File: src/rtl/calc1_if.sv
// Request/response bundle for the four-port calculator (bus-side signals only).
// Latency: n/a (wiring only).
// Backpressure: none; responses are single-cycle pulses the requester must sample.
//
// Ports per n in 1..4:
//   reqn_cmd_in  [3:0]  command for port n
//   reqn_data_in [31:0] operand data for port n
//   out_respn    [1:0]  response code for port n
//   out_datan    [31:0] result data for port n
// master = requester side, slave = calculator side.
interface calc1_if;
    logic [3:0]  req1_cmd_in;
    logic [3:0]  req2_cmd_in;
    logic [3:0]  req3_cmd_in;
    logic [3:0]  req4_cmd_in;
    logic [31:0] req1_data_in;
    logic [31:0] req2_data_in;
    logic [31:0] req3_data_in;
    logic [31:0] req4_data_in;
    logic [1:0]  out_resp1;
    logic [1:0]  out_resp2;
    logic [1:0]  out_resp3;
    logic [1:0]  out_resp4;
    logic [31:0] out_data1;
    logic [31:0] out_data2;
    logic [31:0] out_data3;
    logic [31:0] out_data4;

    modport master (
        output req1_cmd_in, req2_cmd_in, req3_cmd_in, req4_cmd_in,
        output req1_data_in, req2_data_in, req3_data_in, req4_data_in,
        input  out_resp1, out_resp2, out_resp3, out_resp4,
        input  out_data1, out_data2, out_data3, out_data4
    );

    modport slave (
        input  req1_cmd_in, req2_cmd_in, req3_cmd_in, req4_cmd_in,
        input  req1_data_in, req2_data_in, req3_data_in, req4_data_in,
        output out_resp1, out_resp2, out_resp3, out_resp4,
        output out_data1, out_data2, out_data3, out_data4
    );
endinterface

File: src/rtl/calc1.sv
// Four independent calculator ports: add/sub with overflow detect, logical shifts.
// Latency: command+operand1 at edge k, operand2 at k+1, one-cycle response at k+3.
// Backpressure: none; commands offered while a port is busy are dropped, next accept at k+3.
//
// Ports:
//   c_clk  - clock, all state on rising edge
//   reset  - synchronous active-low reset
//   bus    - calc1_if.slave: per-port cmd/data inputs, resp/data outputs
module calc1 (
    input  logic    c_clk,
    input  logic    reset,
    calc1_if.slave  bus
);
    localparam int NPORT = 4;

    typedef enum logic [1:0] {ST_IDLE, ST_OP2, ST_EXEC, ST_RESP} state_t;

    logic [NPORT-1:0][3:0]  cmd_i;
    logic [NPORT-1:0][31:0] data_i;
    logic [NPORT-1:0][1:0]  resp_o;
    logic [NPORT-1:0][31:0] dout_o;

    assign cmd_i[0]  = bus.req1_cmd_in;
    assign cmd_i[1]  = bus.req2_cmd_in;
    assign cmd_i[2]  = bus.req3_cmd_in;
    assign cmd_i[3]  = bus.req4_cmd_in;
    assign data_i[0] = bus.req1_data_in;
    assign data_i[1] = bus.req2_data_in;
    assign data_i[2] = bus.req3_data_in;
    assign data_i[3] = bus.req4_data_in;

    assign bus.out_resp1 = resp_o[0];
    assign bus.out_resp2 = resp_o[1];
    assign bus.out_resp3 = resp_o[2];
    assign bus.out_resp4 = resp_o[3];
    assign bus.out_data1 = dout_o[0];
    assign bus.out_data2 = dout_o[1];
    assign bus.out_data3 = dout_o[2];
    assign bus.out_data4 = dout_o[3];

    genvar g;
    generate
        for (g = 0; g < NPORT; g++) begin : g_port
            state_t      state_q;
            logic [3:0]  cmd_q;
            logic [31:0] op1_q;
            logic [31:0] op2_q;
            logic [1:0]  res_resp_q;
            logic [31:0] res_data_q;
            logic [1:0]  resp_q;
            logic [31:0] dout_q;

            logic [1:0]  res_resp_d;
            logic [31:0] res_data_d;
            logic [32:0] sum;

            // Result of the captured operation; sampled only in EXEC.
            always_comb begin
                res_resp_d = 2'b11;
                res_data_d = '0;
                sum        = {1'b0, op1_q} + {1'b0, op2_q};
                case (cmd_q)
                    4'd1: begin
                        if (sum[32]) begin
                            res_resp_d = 2'b10;
                        end else begin
                            res_resp_d = 2'b01;
                            res_data_d = sum[31:0];
                        end
                    end
                    4'd2: begin
                        if (op2_q > op1_q) begin
                            res_resp_d = 2'b10;
                        end else begin
                            res_resp_d = 2'b01;
                            res_data_d = op1_q - op2_q;
                        end
                    end
                    4'd5: begin
                        res_resp_d = 2'b01;
                        res_data_d = op1_q << op2_q[4:0];
                    end
                    4'd6: begin
                        res_resp_d = 2'b01;
                        res_data_d = op1_q >> op2_q[4:0];
                    end
                    default: begin
                        res_resp_d = 2'b11;
                        res_data_d = '0;
                    end
                endcase
            end

            always_ff @(posedge c_clk) begin
                if (!reset) begin
                    state_q    <= ST_IDLE;
                    cmd_q      <= '0;
                    op1_q      <= '0;
                    op2_q      <= '0;
                    res_resp_q <= '0;
                    res_data_q <= '0;
                    resp_q     <= '0;
                    dout_q     <= '0;
                end else begin
                    // Outputs are a one-cycle pulse: cleared unless leaving RESP.
                    resp_q <= 2'b00;
                    dout_q <= '0;
                    case (state_q)
                        // RESP also accepts a new command so back-to-back
                        // operations overlap the response cycle.
                        ST_IDLE, ST_RESP: begin
                            if (state_q == ST_RESP) begin
                                resp_q <= res_resp_q;
                                dout_q <= res_data_q;
                            end
                            if (cmd_i[g] != 4'd0) begin
                                cmd_q   <= cmd_i[g];
                                op1_q   <= data_i[g];
                                state_q <= ST_OP2;
                            end else begin
                                state_q <= ST_IDLE;
                            end
                        end
                        ST_OP2: begin
                            op2_q   <= data_i[g];
                            state_q <= ST_EXEC;
                        end
                        ST_EXEC: begin
                            res_resp_q <= res_resp_d;
                            res_data_q <= res_data_d;
                            state_q    <= ST_RESP;
                        end
                        default: state_q <= ST_IDLE;
                    endcase
                end
            end

            assign resp_o[g] = resp_q;
            assign dout_o[g] = dout_q;
        end
    endgenerate
endmodule

File: src/flat_wrapper.sv
// flat-port wrapper written by rule: the top's interface ports become plain ports
module calc1_flat 
  (c_clk, reset, bus_req1_cmd_in, bus_req2_cmd_in, bus_req3_cmd_in, bus_req4_cmd_in, bus_req1_data_in, bus_req2_data_in, bus_req3_data_in, bus_req4_data_in, bus_out_resp1, bus_out_resp2, bus_out_resp3, bus_out_resp4, bus_out_data1, bus_out_data2, bus_out_data3, bus_out_data4);
  calc1_if bus_i ();
  input  logic c_clk;
  input  logic reset;
  input wire logic [$bits(bus_i.req1_cmd_in)-1:0] bus_req1_cmd_in;
  input wire logic [$bits(bus_i.req2_cmd_in)-1:0] bus_req2_cmd_in;
  input wire logic [$bits(bus_i.req3_cmd_in)-1:0] bus_req3_cmd_in;
  input wire logic [$bits(bus_i.req4_cmd_in)-1:0] bus_req4_cmd_in;
  input wire logic [$bits(bus_i.req1_data_in)-1:0] bus_req1_data_in;
  input wire logic [$bits(bus_i.req2_data_in)-1:0] bus_req2_data_in;
  input wire logic [$bits(bus_i.req3_data_in)-1:0] bus_req3_data_in;
  input wire logic [$bits(bus_i.req4_data_in)-1:0] bus_req4_data_in;
  output wire logic [$bits(bus_i.out_resp1)-1:0] bus_out_resp1;
  output wire logic [$bits(bus_i.out_resp2)-1:0] bus_out_resp2;
  output wire logic [$bits(bus_i.out_resp3)-1:0] bus_out_resp3;
  output wire logic [$bits(bus_i.out_resp4)-1:0] bus_out_resp4;
  output wire logic [$bits(bus_i.out_data1)-1:0] bus_out_data1;
  output wire logic [$bits(bus_i.out_data2)-1:0] bus_out_data2;
  output wire logic [$bits(bus_i.out_data3)-1:0] bus_out_data3;
  output wire logic [$bits(bus_i.out_data4)-1:0] bus_out_data4;
  assign bus_i.req1_cmd_in = bus_req1_cmd_in;
  assign bus_i.req2_cmd_in = bus_req2_cmd_in;
  assign bus_i.req3_cmd_in = bus_req3_cmd_in;
  assign bus_i.req4_cmd_in = bus_req4_cmd_in;
  assign bus_i.req1_data_in = bus_req1_data_in;
  assign bus_i.req2_data_in = bus_req2_data_in;
  assign bus_i.req3_data_in = bus_req3_data_in;
  assign bus_i.req4_data_in = bus_req4_data_in;
  assign bus_out_resp1 = bus_i.out_resp1;
  assign bus_out_resp2 = bus_i.out_resp2;
  assign bus_out_resp3 = bus_i.out_resp3;
  assign bus_out_resp4 = bus_i.out_resp4;
  assign bus_out_data1 = bus_i.out_data1;
  assign bus_out_data2 = bus_i.out_data2;
  assign bus_out_data3 = bus_i.out_data3;
  assign bus_out_data4 = bus_i.out_data4;
  calc1 u_core (.c_clk(c_clk), .reset(reset), .bus(bus_i));
endmodule
File: config.mk
export PLATFORM = sky130hd
export DESIGN_NAME = calc1_flat
export DESIGN_NICKNAME = d
export VERILOG_FILES = /design/src/rtl/calc1_if.sv /design/src/rtl/calc1.sv /design/src/flat_wrapper.sv
export SDC_FILE = /design/constraint.sdc
export NUM_CORES = 2
export LEC_CHECK = 0
export ABC_AREA = 1
export BUFFER_PORTS_ARGS = -buffer_cell sky130_fd_sc_hd__buf_2
export CORE_MARGIN = 2
export CORE_UTILIZATION = 45
export DETAILED_ROUTE_END_ITERATION = 6
export HOLD_SLACK_MARGIN = 0.02
export SLEW_MARGIN = 20
export SYNTH_ARGS = -nofsm -noshare
export SYNTH_HDL_FRONTEND = slang
export SYNTH_SLANG_ARGS = --single-unit
File: constraint.sdc
create_clock -name c_clk -period 2.55 [get_ports c_clk]
set_input_delay 0.51 -clock c_clk [delete_from_list [all_inputs] [get_ports c_clk]]
set_output_delay 0.51 -clock c_clk [all_outputs]
set_load 0.1 [all_outputs]
======== Word level (Yosys, flattened, before mapping) ========
Cells that the tools add are included.
operators by class
  add/sub/neg operators ................... 8
  magnitude comparators ................... 4
  equality and inequality tests ........... 28
  shift operators ......................... 8
  multiplexer cells ....................... 32
  reduce and logical (&&, ||, !) cells .... 24
operator list
  cell                  number
  $pmux W32 S4          4
  $mux W32              8
  $add A32 B32 Y33      4
  $gt A32 B32 Y1        4
  $shl A32 B5 Y32       4
  $shr A32 B5 Y32       4
  $sub A32 B32 Y32      4
  $pmux W2 S3           8
  $eq A4 B3 Y1 const B  8
  $eq A2 B2 Y1 const B  8
  $eq A4 B1 Y1 const B  4
  $eq A4 B2 Y1 const B  4
  $mux W2               8
  $reduce_bool A4 Y1    4
  $reduce_or A2 Y1      8
  $reduce_and A3 Y1     4
  $eq A2 B1 Y1 const B  4
  $logic_not A2 Y1      4
  $reduce_and A2 Y1     4
  $mux W1               4
word-level totals
  bits in registers ....................... 552
  input bits .............................. 146
  output and inout port bits .............. 136
  word-level logic and storage cells ...... 136

======== Depth between registers and ports, before layout ========
  word-level depth ........................ 3
  mapped depth ............................ 21
  depth with buffers taken out ............ 18

======== Least setup slack after synthesis ========
OpenSTA, ideal clock, no wires.
  kind .................................... reg-to-reg
  start ................................... register u_core.g_port[1].op2_q[2]
  end ..................................... register u_core.g_port[1].res_data_q[19]
  setup time .............................. 0.109 ns
  arrival ................................. 2.656 ns
  data required time ...................... 2.441 ns
  setup slack ............................. -0.215 ns
  stages on the path, launching flop included .. 20
  buffers on the path ..................... 5
  clock period less this slack ............ 2.765 ns
  cell sequence ........................... dfxtp_1 clkbuf_1 inv_1 clkbuf_1 clkbuf_1 ha_1 buf_4 o21ai_0 nand3b_1 nand2_1 nand2_1 nand2_1 nand2_2 nand2_2 nor2_4 buf_4 nand3_1 nand3_1 nand2_1 inv_1
between the ends
  longest elaborated chain between the ends .. 3
  elaborated cells between the ends (all ways) .. 8
  classes of those cells .................. add/sub: 2; order compare: 1; shift: 2; mux: 3
RTL lines
  element                                   line                      RTL
  start: declaration                        calc1.sv:47               logic [31:0] op2_q;
  start signal: assignment                  calc1.sv:125              op2_q <= data_i[g];
  $sub A32 B32 Y32 (tied with other cells)  calc1.sv:76               res_data_d = op1_q - op2_q;
  $mux W32 (on tied branches)               calc1.sv:72, calc1.sv:64
  $pmux W32 S4 (*)                          calc1.sv:62               case (cmd_q)
  end signal: assignment                    calc1.sv:130              res_data_q <= res_data_d;
  end: declaration                          calc1.sv:49               logic [31:0] res_data_q;
Mark *: on every way between the ends. The rest lies on a longest branch, timed or not.
A chain may end at the register's enable or synchronous reset.

======== Final worst setup path ========
  start ................................... register u_core.g_port[1].op1_q[0]
  end ..................................... register u_core.g_port[1].res_data_q[27]
between the ends
  longest elaborated chain between the ends .. 3
  elaborated cells between the ends (all ways) .. 8
  classes of those cells .................. add/sub: 2; order compare: 1; shift: 2; mux: 3
RTL lines
  element                                   line                      RTL
  start: declaration                        calc1.sv:46               logic [31:0] op1_q;
  start signal: assignment                  calc1.sv:118              op1_q <= data_i[g];
  $sub A32 B32 Y32 (tied with other cells)  calc1.sv:76
  $mux W32 (on tied branches)               calc1.sv:72, calc1.sv:64
  $pmux W32 S4 (*)                          calc1.sv:62
Marked as above.

==> results.ini <==
[worst_setup_path]
r2r_setup_slack_ns=-0.06
cpPeakStageDelay_ns=0.43
worst-path-buf-inv=2
reg2reg_depth=15
crit_fanout=5
crit_path_end_kind=flop
worstSetupStartpointType=flop
path_cells=inv_2 -> ha_4 -> fa_2 -> nor2_4 -> o21ai_2 -> nand2_2 -> nand2_2 -> nand2_4 -> nand2_8 -> a21oi_4 -> clkbuf_16 -> nand2_4 -> o21ai_2 -> nor2_2 -> nor2_1
worst_ep_arrival_time_ns=3.22
crit_required_ns=3.16
r2r_end=u_core.g_port[1].res_data_q[27]$_SDFFE_PN0P_
cp_slowest_cell=fa_2
r2r-start=u_core.g_port[1].op1_q[0]$_SDFFE_PN0P_
cp_top_family=simple AND/OR/NAND/NOR gates
worst-setup-path-type=reg -> reg

[placed_design]
dp_hpwl_um=184000
port_buffers=281
gp_congestion=1.03

[detailed_routing]
via_per_inst=5.61
vias=61300
ant_nets=0
dr.pass1.iters=6
drt_iter0_markers=7317
wl_um=232000
wl_per_cell_um=21.2
drc=0

[synth]
synth_xor_area_share_pct=1.67
synth_top_area_cell=dfxtp_1
synth-simple-area-share_pct=35.9
synth_edf_count=0
synth_most_common_cell=nand2_1
ys_warn_count=0
yosysTopAreaCellShare_pct=22.2
postSynthAreaPerCell_um2=5.75
synth_async_sr_flop_share_pct=0
syn_nets=9078
ys_ff_latch=552
synthesis.area_um2=49700
synth_common_cells=nand2_1, nor2_1, inv_1
synth_top_family_by_area=simple AND/OR/NAND/NOR gates
ys_top_cells_by_area=dfxtp_1, nand2_1, nand3_1
synth-seq-area-share_pct=22.2
synth-compound-area-share_pct=20.5
synth_flop_cell=dfxtp_1
synthAdderAreaFrac_pct=7.26
synth.area.mux_share_pct=0.423
synth_cells=8648
synth_cell_types=58

[outcome]
status=complete, but fails checks
violations=setup timing

[sta]
fin_crit_sh_pct=102
maxSlewHeadroom_pct=28.8
clock_skew_ns=0.0332
rsz0062_at_grt=yes
fin_hold_ws_ns=0.0960
period_minus_slack_ns=2.61
clock.fmax_ghz=0.384
setup_viol=8
slew_violations=0
finalWorstSetupSlack_ns=-0.0565
tightest_slew_ns=1.06
hold_viol=0

[clock_tree]
cts_root_buffer=clkbuf_16
cts_sinks=552
cts_htree_levels=3
ctsHoldBuffers=0
cts_tree=built
numCtsBuffers=70
clkSlewWorstSetupHoldPaths_ns=0.07
clk_latency_ns=0.69
clockBufferDepth=3

[global_route]
grt_max_degree=98
track_usage_pct=39.0
grt_antenna_before_repair=7
grt_overflow=0
grt_first_pass_wirelength_um=337000
grt_pass1_vias=55000

[die]
fp-row-count=121
die_h_um=336
ios=282
fp.dieArea_um2=113000
start_util_pct=45.5
core_um2=109000
die_w_um=336

[finish]
final_util_pct=56.7
nFillCells=11400
drive_gt1_share_pct=18.2
fin_nets=9832
area_delta_synth_final_pct=24.5

[power_and_ir_drop]
ir_drop_uv=837
p_leak_nw=29.8
power_density_nw_per_um2=1700

[min_path]
min_from=bus_req3_data_in[8]
min_path_type=in -> reg
timing.hold.worst_path_depth=3
holdPathEnd=u_core.g_port[2].op1_q[8]$_SDFFE_PN0P_

[job]
cap_violations=0

## state kept, by name, summed over array words and instances, names as in the netlist
register / flops
u_core.g_port.res_resp_q: 8
u_core.bus.out_resp3: 2
u_core.bus.out_resp4: 2
u_core.bus.out_data2: 32
u_core.g_port.op1_q: 128
u_core.bus.out_data3: 32
u_core.g_port.state_q: 8
u_core.bus.out_resp2: 2
u_core.g_port.res_data_q: 128
u_core.bus.out_data1: 32
u_core.g_port.op2_q: 128
u_core.bus.out_resp1: 2
u_core.g_port.cmd_q: 16
u_core.bus.out_data4: 32
## per-layer routing
layer	share of wire, %	global-route usage, %	vias to the layer above
li1	-	-	29500
met1	43	54.2	28300
met2	43	59.5	3039
met3	10	7.35	477
met4	4.3	14.8	2
met5	0.0078	0	-
## where the power goes
group / switching [mW] / internal [mW] / total (mW)
Clock: 4.47 / 6.11 / 10.6
Sequential: 2.17 / 11.5 / 13.6
Combinational: 52.3 / 28.7 / 81.0
Total: 58.9 / 46.3 / 105
## tightest hold or removal path, delay by kind of cell
family / cells / cell delay (ns)
AO/OA/AOI/OAI: 1 / 0.07
buffers and inverters: 1 / 0.08
AND/OR/NAND/NOR: 1 / 0.07
## stage by stage
stage	instances	area (um^2)	TNS, ns	power, mW	setup slack [ns]
finish	10900	61900	-0.306	105	-0.0565
detailed placement	10800	57700	-4.25	87.8	-0.177
CTS	10900	60200	-0.0178	99.1	-0.0178
floorplan	8648	49800	0	56.8	0.00546
global route	10900	61900	-1.38	112	-0.129
global placement	10800	57700	-2.83	87.6	-0.158
## logic make-up (layout without fill, tap and decap cells)
| family | Yosys count | after routing |
|---|---|---|
| flip-flops | 552 | 552 |
| buffers and inverters | 1525 | 2331 |
| other | 0 | 3 |
| adder cells (fa/ha/maj) | 284 | 284 |
| multiplexers | 21 | 21 |
| AND/OR/NAND/NOR | 4279 | 4279 |
| XOR/XNOR | 95 | 95 |
| AO/OA/AOI/OAI | 1892 | 1892 |
## cells in the final DEF, fill, tap and decap left out, drive strengths merged, types with 28 or more instances in the layout
cell / netlist / final
a21oi: 762 / 762
a31oi: 31 / 31
buf: 189 / 1108
clkbuf: 246 / 92
clkinv: 9 / 28
dfxtp: 552 / 552
ha: 276 / 276
inv: 1081 / 1086
nand2: 2085 / 2085
nand3: 900 / 900
nand4: 31 / 31
nor2: 1071 / 1071
nor3: 82 / 82
o211ai: 132 / 132
o21a: 35 / 35
o21ai: 855 / 855
o21bai: 46 / 46
or2: 56 / 56
xor2: 88 / 88
## area by class of cell
cell class                      count  area, um^2  share of cell area, %
Inverter                         1090        4140                   6.68
Sequential cell                   552       11100                   17.9
Tap cell                         1476        1850                   2.98
Timing Repair inverter              4        35.0                 0.0566
Timing Repair Buffer             1113        8230                   13.3
Clock inverter                     37         444                  0.717
Clock buffer                       87        1960                   3.16
Antenna cell                        3        7.51                 0.0121
Multi-Input combinational cell   6571       34200                   55.2
## worst max-delay path by stage
stage / slack, ns / to / depth (start not counted) / start
CTS: -0.02 / u_core.g_port[1].res_data_q[21]$_SDFFE_PN0P_ / 16 / u_core.g_port[1].op2_q[26]$_SDFFE_PN0N_
detailed placement: -0.18 / u_core.g_port[0].res_data_q[16]$_SDFFE_PN0P_ / 16 / u_core.g_port[0].op1_q[0]$_SDFFE_PN0P_
global route: -0.13 / u_core.g_port[1].res_data_q[27]$_SDFFE_PN0P_ / 15 / u_core.g_port[1].op1_q[0]$_SDFFE_PN0P_
global placement: -0.16 / u_core.g_port[1].res_data_q[31]$_SDFFE_PN0P_ / 15 / u_core.g_port[1].op1_q[0]$_SDFFE_PN0P_
finish: -0.06 / u_core.g_port[1].res_data_q[27]$_SDFFE_PN0P_ / 15 / u_core.g_port[1].op1_q[0]$_SDFFE_PN0P_
floorplan: 0.005 / u_core.g_port[2].res_data_q[3]$_SDFFE_PN0P_ / 20 / u_core.g_port[2].op2_q[1]$_SDFFE_PN0N_
## what timing repair did
item | in CTS | in global routing
gates resized for setup | 46 | 374
pin swaps | 5 | 59
gates cloned | 1 | 10
endpoints found under the setup margin | 87 | 132
setup buffers | 2 | 17
Note: power is estimated with default switching activity, not from simulation.
